**src/rtl/output_vc_credit_tracker_pkg.sv**
```systemverilog
// Shared types and constants for the output-port VC credit tracker.
// Holds the per-VC allocation states and the {head,tail} flit-type encodings.
package output_vc_credit_tracker_pkg;

  typedef enum logic [1:0] {
    VC_IDLE     = 2'd0,
    VC_ACTIVE   = 2'd1,
    VC_DRAINING = 2'd2
  } vc_state_t;

  // Flit type as {head, tail}.
  localparam logic [1:0] FLIT_BODY   = 2'b00;
  localparam logic [1:0] FLIT_TAIL   = 2'b01;
  localparam logic [1:0] FLIT_HEAD   = 2'b10;
  localparam logic [1:0] FLIT_SINGLE = 2'b11;

  function automatic int vc_id_width(input int num_vcs);
    return (num_vcs > 1) ? $clog2(num_vcs) : 1;
  endfunction

endpackage

```
**src/rtl/output_vc_credit_tracker_counter.sv**
```systemverilog
// Saturating per-VC credit counter. It starts full and counts free downstream slots.
// "full" reports the count after this cycle's update, so a drain can finish on the same edge.
module vc_credit_counter #(
  parameter int BUFFER_DEPTH = 8,
  parameter int CREDIT_WIDTH = $clog2(BUFFER_DEPTH) + 1
) (
  input  logic clk,
  input  logic reset,
  input  logic inc,
  input  logic dec,
  output logic nonzero,
  output logic full,
  output logic ovf
);

  localparam logic [CREDIT_WIDTH-1:0] MAX_COUNT = CREDIT_WIDTH'(BUFFER_DEPTH);

  logic [CREDIT_WIDTH-1:0] count_r;
  logic [CREDIT_WIDTH-1:0] count_next_s;
  logic                    ovf_r;
  logic                    ovf_hit_s;

  // Next count: a send and a credit in the same cycle cancel out.
  always_comb begin
    count_next_s = count_r;
    ovf_hit_s    = 1'b0;
    if (inc && !dec) begin
      if (count_r == MAX_COUNT) begin
        ovf_hit_s    = 1'b1;
        count_next_s = count_r;
      end else begin
        count_next_s = count_r + CREDIT_WIDTH'(1);
      end
    end else if (dec && !inc) begin
      if (count_r != {CREDIT_WIDTH{1'b0}}) begin
        count_next_s = count_r - CREDIT_WIDTH'(1);
      end else begin
        count_next_s = count_r;
      end
    end else begin
      count_next_s = count_r;
    end
  end

  // Count and sticky overflow registers.
  always_ff @(posedge clk) begin
    if (reset) begin
      count_r <= MAX_COUNT;
      ovf_r   <= 1'b0;
    end else begin
      count_r <= count_next_s;
      ovf_r   <= ovf_r | ovf_hit_s;
    end
  end

  assign nonzero = (count_r != {CREDIT_WIDTH{1'b0}});
  assign full    = (count_next_s == MAX_COUNT);
  assign ovf     = ovf_r;

endmodule

```
**src/rtl/output_vc_credit_tracker.sv**
```systemverilog
// Transmit side of a credit-based link. It gates flit sends on downstream credit and the per-VC state.
// Accepted flits are registered onto the link. A VC frees up for reallocation only once the downstream VC has drained.
`ifndef FLIT_DATA_WIDTH
`define FLIT_DATA_WIDTH 32
`endif

module output_vc_credit_tracker
  import output_vc_credit_tracker_pkg::*;
#(
  parameter int NUM_VCS      = 4,
  parameter int BUFFER_DEPTH = 8,
  parameter int DATA_WIDTH   = `FLIT_DATA_WIDTH,
  parameter int CREDIT_WIDTH = $clog2(BUFFER_DEPTH) + 1,
  parameter int VC_ID_WIDTH  = vc_id_width(NUM_VCS)
) (
  input  logic                   clk,
  input  logic                   reset,
  input  logic                   send_valid,
  input  logic [VC_ID_WIDTH-1:0] send_vc,
  input  logic                   send_head,
  input  logic                   send_tail,
  input  logic [DATA_WIDTH-1:0]  send_data,
  output logic                   send_accept,
  output logic                   send_err,
  input  logic                   credit_valid,
  input  logic [VC_ID_WIDTH-1:0] credit_vc,
  output logic                   link_valid,
  output logic [VC_ID_WIDTH-1:0] link_vc,
  output logic [DATA_WIDTH-1:0]  link_data,
  output logic [NUM_VCS-1:0]     credit_avail,
  output logic [NUM_VCS-1:0]     vc_idle,
  output logic                   credit_ovf_err
);

  vc_state_t                state_r      [NUM_VCS];
  vc_state_t                state_next_s [NUM_VCS];
  vc_state_t                sel_state_s;
  logic [1:0]               flit_type_s;
  logic                     legal_s;
  logic                     accept_s;
  logic [NUM_VCS-1:0]       inc_s;
  logic [NUM_VCS-1:0]       dec_s;
  logic [NUM_VCS-1:0]       nonzero_s;
  logic [NUM_VCS-1:0]       full_next_s;
  logic [NUM_VCS-1:0]       ovf_s;
  logic [NUM_VCS-1:0]       vc_idle_s;
  logic                     link_valid_r;
  logic [VC_ID_WIDTH-1:0]   link_vc_r;
  logic [DATA_WIDTH-1:0]    link_data_r;
  logic                     send_err_r;

  assign flit_type_s = {send_head, send_tail};

  // Accept decode: a head opens an IDLE VC, and a body or tail continues an ACTIVE one.
  always_comb begin
    sel_state_s = state_r[send_vc];
    legal_s     = 1'b0;
    case (sel_state_s)
      VC_IDLE:     legal_s = send_head;
      VC_ACTIVE:   legal_s = !send_head;
      VC_DRAINING: legal_s = 1'b0;
      default:     legal_s = 1'b0;
    endcase
    accept_s = send_valid && nonzero_s[send_vc] && legal_s;
  end

  // Per-VC credit increment and decrement strobes.
  always_comb begin
    inc_s = {NUM_VCS{1'b0}};
    dec_s = {NUM_VCS{1'b0}};
    for (int v = 0; v < NUM_VCS; v++) begin
      if (credit_valid && (credit_vc == VC_ID_WIDTH'(v))) begin
        inc_s[v] = 1'b1;
      end else begin
        inc_s[v] = 1'b0;
      end
      if (accept_s && (send_vc == VC_ID_WIDTH'(v))) begin
        dec_s[v] = 1'b1;
      end else begin
        dec_s[v] = 1'b0;
      end
    end
  end

  for (genvar v = 0; v < NUM_VCS; v++) begin : g_vc
    vc_credit_counter #(
      .BUFFER_DEPTH (BUFFER_DEPTH),
      .CREDIT_WIDTH (CREDIT_WIDTH)
    ) u_counter (
      .clk     (clk),
      .reset   (reset),
      .inc     (inc_s[v]),
      .dec     (dec_s[v]),
      .nonzero (nonzero_s[v]),
      .full    (full_next_s[v]),
      .ovf     (ovf_s[v])
    );
  end

  // VC FSM next state. DRAINING waits for the post-update count to reach full again.
  always_comb begin
    for (int v = 0; v < NUM_VCS; v++) begin
      state_next_s[v] = state_r[v];
      case (state_r[v])
        VC_IDLE: begin
          if (dec_s[v] && (flit_type_s == FLIT_SINGLE)) begin
            state_next_s[v] = VC_DRAINING;
          end else if (dec_s[v]) begin
            state_next_s[v] = VC_ACTIVE;
          end else begin
            state_next_s[v] = VC_IDLE;
          end
        end
        VC_ACTIVE: begin
          if (dec_s[v] && (flit_type_s == FLIT_TAIL)) begin
            state_next_s[v] = VC_DRAINING;
          end else begin
            state_next_s[v] = VC_ACTIVE;
          end
        end
        VC_DRAINING: begin
          if (full_next_s[v]) begin
            state_next_s[v] = VC_IDLE;
          end else begin
            state_next_s[v] = VC_DRAINING;
          end
        end
        default: state_next_s[v] = VC_IDLE;
      endcase
    end
  end

  // VC FSM state register.
  always_ff @(posedge clk) begin
    for (int v = 0; v < NUM_VCS; v++) begin
      if (reset) begin
        state_r[v] <= VC_IDLE;
      end else begin
        state_r[v] <= state_next_s[v];
      end
    end
  end

  // Link output and error pulse registers.
  always_ff @(posedge clk) begin
    if (reset) begin
      link_valid_r <= 1'b0;
      link_vc_r    <= {VC_ID_WIDTH{1'b0}};
      link_data_r  <= {DATA_WIDTH{1'b0}};
      send_err_r   <= 1'b0;
    end else begin
      link_valid_r <= accept_s;
      send_err_r   <= send_valid && !accept_s;
      if (accept_s) begin
        link_vc_r   <= send_vc;
        link_data_r <= send_data;
      end
    end
  end

  // VC-allocation view of the registered states.
  always_comb begin
    vc_idle_s = {NUM_VCS{1'b0}};
    for (int v = 0; v < NUM_VCS; v++) begin
      vc_idle_s[v] = (state_r[v] == VC_IDLE);
    end
  end

  assign send_accept    = accept_s;
  assign send_err       = send_err_r;
  assign link_valid     = link_valid_r;
  assign link_vc        = link_vc_r;
  assign link_data      = link_data_r;
  assign credit_avail   = nonzero_s;
  assign vc_idle        = vc_idle_s;
  assign credit_ovf_err = |ovf_s;

endmodule

```
**config.mk**
```make
export PLATFORM = sky130hd
export DESIGN_NAME = output_vc_credit_tracker
export DESIGN_NICKNAME = d
export VERILOG_FILES = /design/src/rtl/output_vc_credit_tracker_pkg.sv /design/src/rtl/output_vc_credit_tracker_counter.sv /design/src/rtl/output_vc_credit_tracker.sv
export SDC_FILE = /design/constraint.sdc
export NUM_CORES = 1
export LEC_CHECK = 0
export CAP_MARGIN = 10
export CORE_MARGIN = 5
export CORE_UTILIZATION = 45
export CTS_CLUSTER_DIAMETER = 150
export CTS_CLUSTER_SIZE = 24
export DETAILED_ROUTE_END_ITERATION = 12
export PLACE_DENSITY = 0.74
export SYNTH_ARGS = -nofsm -noshare
export SYNTH_HDL_FRONTEND = slang
export SYNTH_SLANG_ARGS = --single-unit
export TNS_END_PERCENT = 100
```
**constraint.sdc**
```tcl
create_clock -name clk -period 7.1 [get_ports clk]
set_input_delay 1.42 -clock clk [delete_from_list [all_inputs] [get_ports clk]]
set_output_delay 1.42 -clock clk [all_outputs]
set_load 0.03 [all_outputs]
```
==> run metrics, run 1 <==
ys flop type=dfxtp_1; synth warn=0; post-placement cell count=569; Net Count, Synth=455; Reg-to-Reg Start=g_vc[1].u_counter.count_r[0]; worst relative slew slack=47.6%; Worst path max stage delay=740 ps; CP startpoint kind=primary input; share of synthesized flip-flops with an asynchronous set or reset=0%; Worst R2R Setup Slack=4440 ps; worst hold path class=reg2reg; synth top area cells=dfxtp_1, mux2i_1, nor2_1, ha_1, a21oi_1; drt drc=0; Pwr per Cell Area=203 nW/um^2; global-route usage over all layers=18.4%; Post-CTS Setup Inserts=0; Crit path max-delay family=buffers and inverters; crit end category=output pin; CTS sink cnt=64; GPL Wtd Cong=0.875; vias in the first global route=3115; total grt overflow=0; setup violators final=0; share of cells above drive strength 1=7.25%; Core Region=7730 sq um; Post-Syn Instances=between 400 and 500; WP data arrival=3780 ps; area of the die=9790 sq um; CP max stage cell=clkdlybuf4s50_1; stages on the worst setup path=6; Peak VDD IR=0.148 mV; fmax=0.192 GHz; Layout area overhead=29.0%; CP endpoint=send_accept; Final ANT Viol Nets=0; WP buf/inv=2; unique cell type count in the Yosys netlist=61; max-slew violations=0; crit path cell chain=clkdlybuf4s50_1, mux2i_1, mux2_2, xnor2_1, o211a_2, clkdlybuf4s50_1; antenna cells=0; Non-Filler Instances=585; Post-synth EDFFs=0; post-synthesis sequential area ratio=36.0%; Avg Inst Size Synth=between 8 and 9 sq um; Total Wirelength=8790 um; critical path required time=5680 ps; Detailed Routing Iterations Pass 1=4; Num CTS Buffers=9; setup TNS=0 ps; top cell type's share of synthesized area=36.0%; Synth area leader=dfxtp_1; Buffers on Ports=87; P_leak=1.70 nW; Die Height=98.9 um; most frequent CP cell=clkdlybuf4s50_1; initial antenna violation count=0; Worst Reg-to-Reg Cells=9; largest net degree at the start of global routing=66; global-route wire length before repair=14800 um; Final Hold Viols=0; Rows=32; final period utilization=between 70 and 80%; Worst Tran Pin Value=764 ps; Worst Skew=10.1 ps; r2r endpoint=link_data[21]; status=complete, no violations; initial drt markers=~200; drt wl/cell=15.0 um; worst-path maximum fanout=7; Root Driver=clkbuf_8; commonest non-fill, non-tap cell in the layout=clkdlybuf4s50_1; Final HPWL DP=approximately 6300 um; Via density=5.58; Final nets=528; post-synthesis register bit count=64; Skew-Pair Late Insertion Delay=340 ps; CP startpoint=send_vc[1]; CTS tree=yes; I/O pin cnt=between 80 and 90; Post-CTS Resized=0; vias=3266; RSZ-0062 raised after global routing=false; Initial Util=46.1%; Chip Width=98.9 um; clock-pin slew on the worst setup and hold paths=80 ps; mapped cell area=3560 sq um; min cycle time layout=5200 ps; commonest non-fill, non-tap cells in the layout=clkdlybuf4s50_1, nor2_1, dfxtp_1, mux2i_1, a21oi_1; hold path start=link_vc[0]; Hold Buf Count CTS=0; CP Class=in2out; maximum clock insertion buffer count=2; htree depth=3; max-cap violations=0
==> worst register-to-register path, cell delays in order, from the launching register on <==
cell and delay [ps]:
dfxtp_1 390, inv_1 90, ha_1 270, or3b_1 250
nor3b_4 350, o21a_1 160, o211a_2 200, buf_4 480
mux2i_1 280, nor2_1 60
==> worst min path at each step <==
stage                                  endpoint  cells past startpoint
final                                link_vc[0]                      2
after global routing                 link_vc[0]                      2
after CTS                            link_vc[0]                      2
after detailed placement  g_vc[0].u_counter.ovf                      2
after global placement               link_vc[0]                      2
after floorplan           g_vc[3].u_counter.ovf                      2
==> cell usage after synthesis (all sizes together), types with 5 or more instances <==
cell,count
a211oi,8
a21oi,18
and2,5
and3,6
and3b,6
buf,16
clkbuf,11
dfxtp,64
ha,8
inv,9
mux2i,39
nand2,17
nand3,11
nand4,5
nor2,70
nor2b,8
nor3,7
nor3b,8
o21ai,11
or3,5
or3b,5
==> metrics by stage <==
stage | instance area, sq um | setup WS, ps | power, mW | hold slack, ps | utilization (%)
CTS | 4590 | 1870 | 0.945 | 483 | 59.4
detailed placement | 4370 | 1870 | 0.589 | 462 | 56.6
floorplan | 3560 | 2980 | 0.525 | 428 | -
global placement | 4370 | 1890 | 0.585 | 456 | 56.6
finish | 4590 | 1900 | 0.931 | 481 | 59.4
global route | 4590 | 1780 | 0.976 | 510 | 59.4
==> flip-flops by register name, indices dropped and copies added (netlist names) <==
signal / cells
link_vc: 2
link_valid: 1
g_vc.u_counter.count_r: 16
send_err: 1
link_data: 32
state_r: 8
g_vc.u_counter.ovf: 4
==> cell type report <==
cell class | instances | area, sq um
sequential | 64 | 1280
fill | 670 | 3140
tap | 102 | 128
timing repair buffer | 89 | 881
multi-input combinational | 305 | 2050
clock inverter | 6 | 92.6
inverter | 9 | 33.8
clock buffer | 10 | 128
==> cell families (layout without fill, tap and decap cells) <==
kind of cell / Yosys count / after routing / synth area share [%]
buf+inv: 36 / 114 / 6.47
mux: 43 / 43 / 12.3
fa+ha+maj: 12 / 12 / 3.94
xor+xnor: 4 / 4 / 0.984
compound gates: 77 / 77 / 15.4
flops: 64 / 64 / 36.0
simple gates: 169 / 169 / 24.9
==> power breakdown <==
part | switching (mW) | internal [mW] | leakage, nW
Clock | 0.149 | 0.200 | 0.103
Combinational | 0.102 | 0.0881 | 1.07
Sequential | 0.0157 | 0.377 | 0.521
==> metal layers <==
layer / wire [um] / up-vias / share of wire, % / global-route usage (%)
met1: 3880 / 1504 / 44 / 23.0
met4: 93 / 0 / 1.1 / 4.41
met2: 3760 / 141 / 43 / 28.0
met3: 1060 / 10 / 12 / 9.55
met5: 0 / - / 0 / 0
li1: - / 1611 / - / -
Power figures use the tool's default switching activity.
==> run 2: changes to the inputs <==
==> constraint.sdc (replaced) <==
create_clock -name clk -period 5.15 [get_ports clk]
set_input_delay 1.03 -clock clk [delete_from_list [all_inputs] [get_ports clk]]
set_output_delay 1.03 -clock clk [all_outputs]
set_load 0.03 [all_outputs]
==> run 2 against run 1 <==
Net effect: clock-buffer cell count unchanged; register-to-register slack got worse by 2000 ps; global-route usage increased by 0.38 points; non-clock buffer count unchanged; die area unchanged; largest cell class unchanged; via count increased by 0.95%; combinational power increased by 39%; worst hold slack improved by 2.9 ps; worst setup slack got worse by 1200 ps; clock power increased by 30%.
==> run metrics, run 2 (same netlist as run 1, synthesis figures left out) <==
status=complete, no violations; Worst Tran Pin Value=801 ps; worst relative slew slack=45.1%; antenna cells=0; final period utilization=86.6%; initial drt markers=219; Core Region=7730 sq um; CP startpoint=send_vc[1]; Buffers on Ports=87; Via density=around 5.6; CP startpoint kind=primary input; Die Height=98.9 um; Skew-Pair Late Insertion Delay=340 ps; Post-CTS Setup Inserts=0; max FFs per register=32; P_leak=1.69 nW; worst hold path class=reg2reg; setup violators final=0; max-slew violations=0; commonest non-fill, non-tap cell in the layout=clkdlybuf4s50_1; crit end category=output pin; I/O pin cnt=between 80 and 90; setup TNS=0 ps; Final Hold Viols=0; CP Class=in2out; CTS sink cnt=64; min cycle time layout=4460 ps; Peak VDD IR=0.177 mV; Layout area overhead=28.6%; Root Driver=clkbuf_8; Detailed Routing Iterations Pass 1=5; Initial Util=46.1%; htree depth=3; Final HPWL DP=between 6000 and 7000 um; Num CTS Buffers=9; Final ANT Viol Nets=0; global-route wire length before repair=15100 um; worst-path maximum fanout=7; vias=3297; initial antenna violation count=0; vias in the first global route=about 3200; Worst Skew=7.42 ps; total grt overflow=0; critical path required time=4120 ps; commonest non-fill, non-tap cells in the layout=clkdlybuf4s50_1, nor2_1, dfxtp_1, mux2i_1, a21oi_1; Pwr per Cell Area=275 nW/um^2; CTS tree=yes; hold path start=link_vc[0]; clock-pin slew on the worst setup and hold paths=70 ps; RSZ-0062 raised after global routing=false; post-placement cell count=569; drt wl/cell=15.8 um; Final nets=about 530; area of the die=9790 sq um; WP data arrival=3430 ps; Post-CTS Resized=0; Non-Filler Instances=585; max-cap violations=0; Rows=32; Chip Width=roughly 100 um; share of cells above drive strength 1=7.45%; largest net degree at the start of global routing=66; drt drc=0; Hold Buf Count CTS=0; Total Wirelength=9230 um; maximum clock insertion buffer count=2; Reg-to-Reg Start=g_vc[1].u_counter.count_r[0]; GPL Wtd Cong=slightly below 0.9; global-route usage over all layers=18.8%; fmax=about 0.22 GHz
## run 2: cell count changes in the layout (fill, tap and decap cells not counted), sizes merged
cell / previous run / this run
bufinv: 2 / 1
clkinv: 1 / 2
## run 2: layer usage
layer / global-route usage (%) / part of all wire, % / up-vias
li1: - / - / 1610
met1: 23.9 / 45 / 1541
met2: 28.4 / 44 / 135
met3: 7.64 / 10 / 11
met4: 7.14 / 1.3 / 0
met5: 0 / 0 / -
## run 2: critical path, cell delays in order
cell and delay, ps:
clkdlybuf4s50_1 760, mux2i_1 380, mux2_2 230, xnor2_1 110, o211a_2 220, clkdlybuf4s50_1 700
## run 2: area by class of cell
type,count,area [sq um]
well taps,102,128
clock buffers,10,138
fillers,670,3150
clock inverters,6,67.6
repair buffers,89,881
flip-flops and latches,64,1280
inverters,9,33.8
multi-input cells,305,2050
## run 2: power breakdown
| part | switching (mW) | total (mW) | internal [mW] |
|---|---|---|---|
| Clock | 0.215 | 0.453 | 0.238 |
| Combinational | 0.142 | 0.264 | 0.122 |
| Sequential | 0.0212 | 0.540 | 0.519 |
| Total | 0.379 | 1.26 | 0.879 |
## run 2: path summary, 6_finish.rpt
check	to	slack, ps	cells past startpoint
worst min register to register	link_vc[0]	480	2
worst min-delay path	link_vc[0]	480	2
worst max-delay path	send_accept	690	6
worst max register to register	link_data[23]	2480	9
## run 2: per-stage QoR
stage,cell area [sq um],total power [mW],hold WS [ps],util [%],worst slack [ps]
6_report,4580,1.26,484,59.2,688
5_1_grt,4580,1.32,525,59.2,624
4_1_cts,4580,1.27,485,59.2,684
2_1_floorplan,3560,0.723,428,-,1810
3_5_place_dp,4370,0.814,464,56.6,693
3_3_place_gp,4370,0.807,457,56.6,717
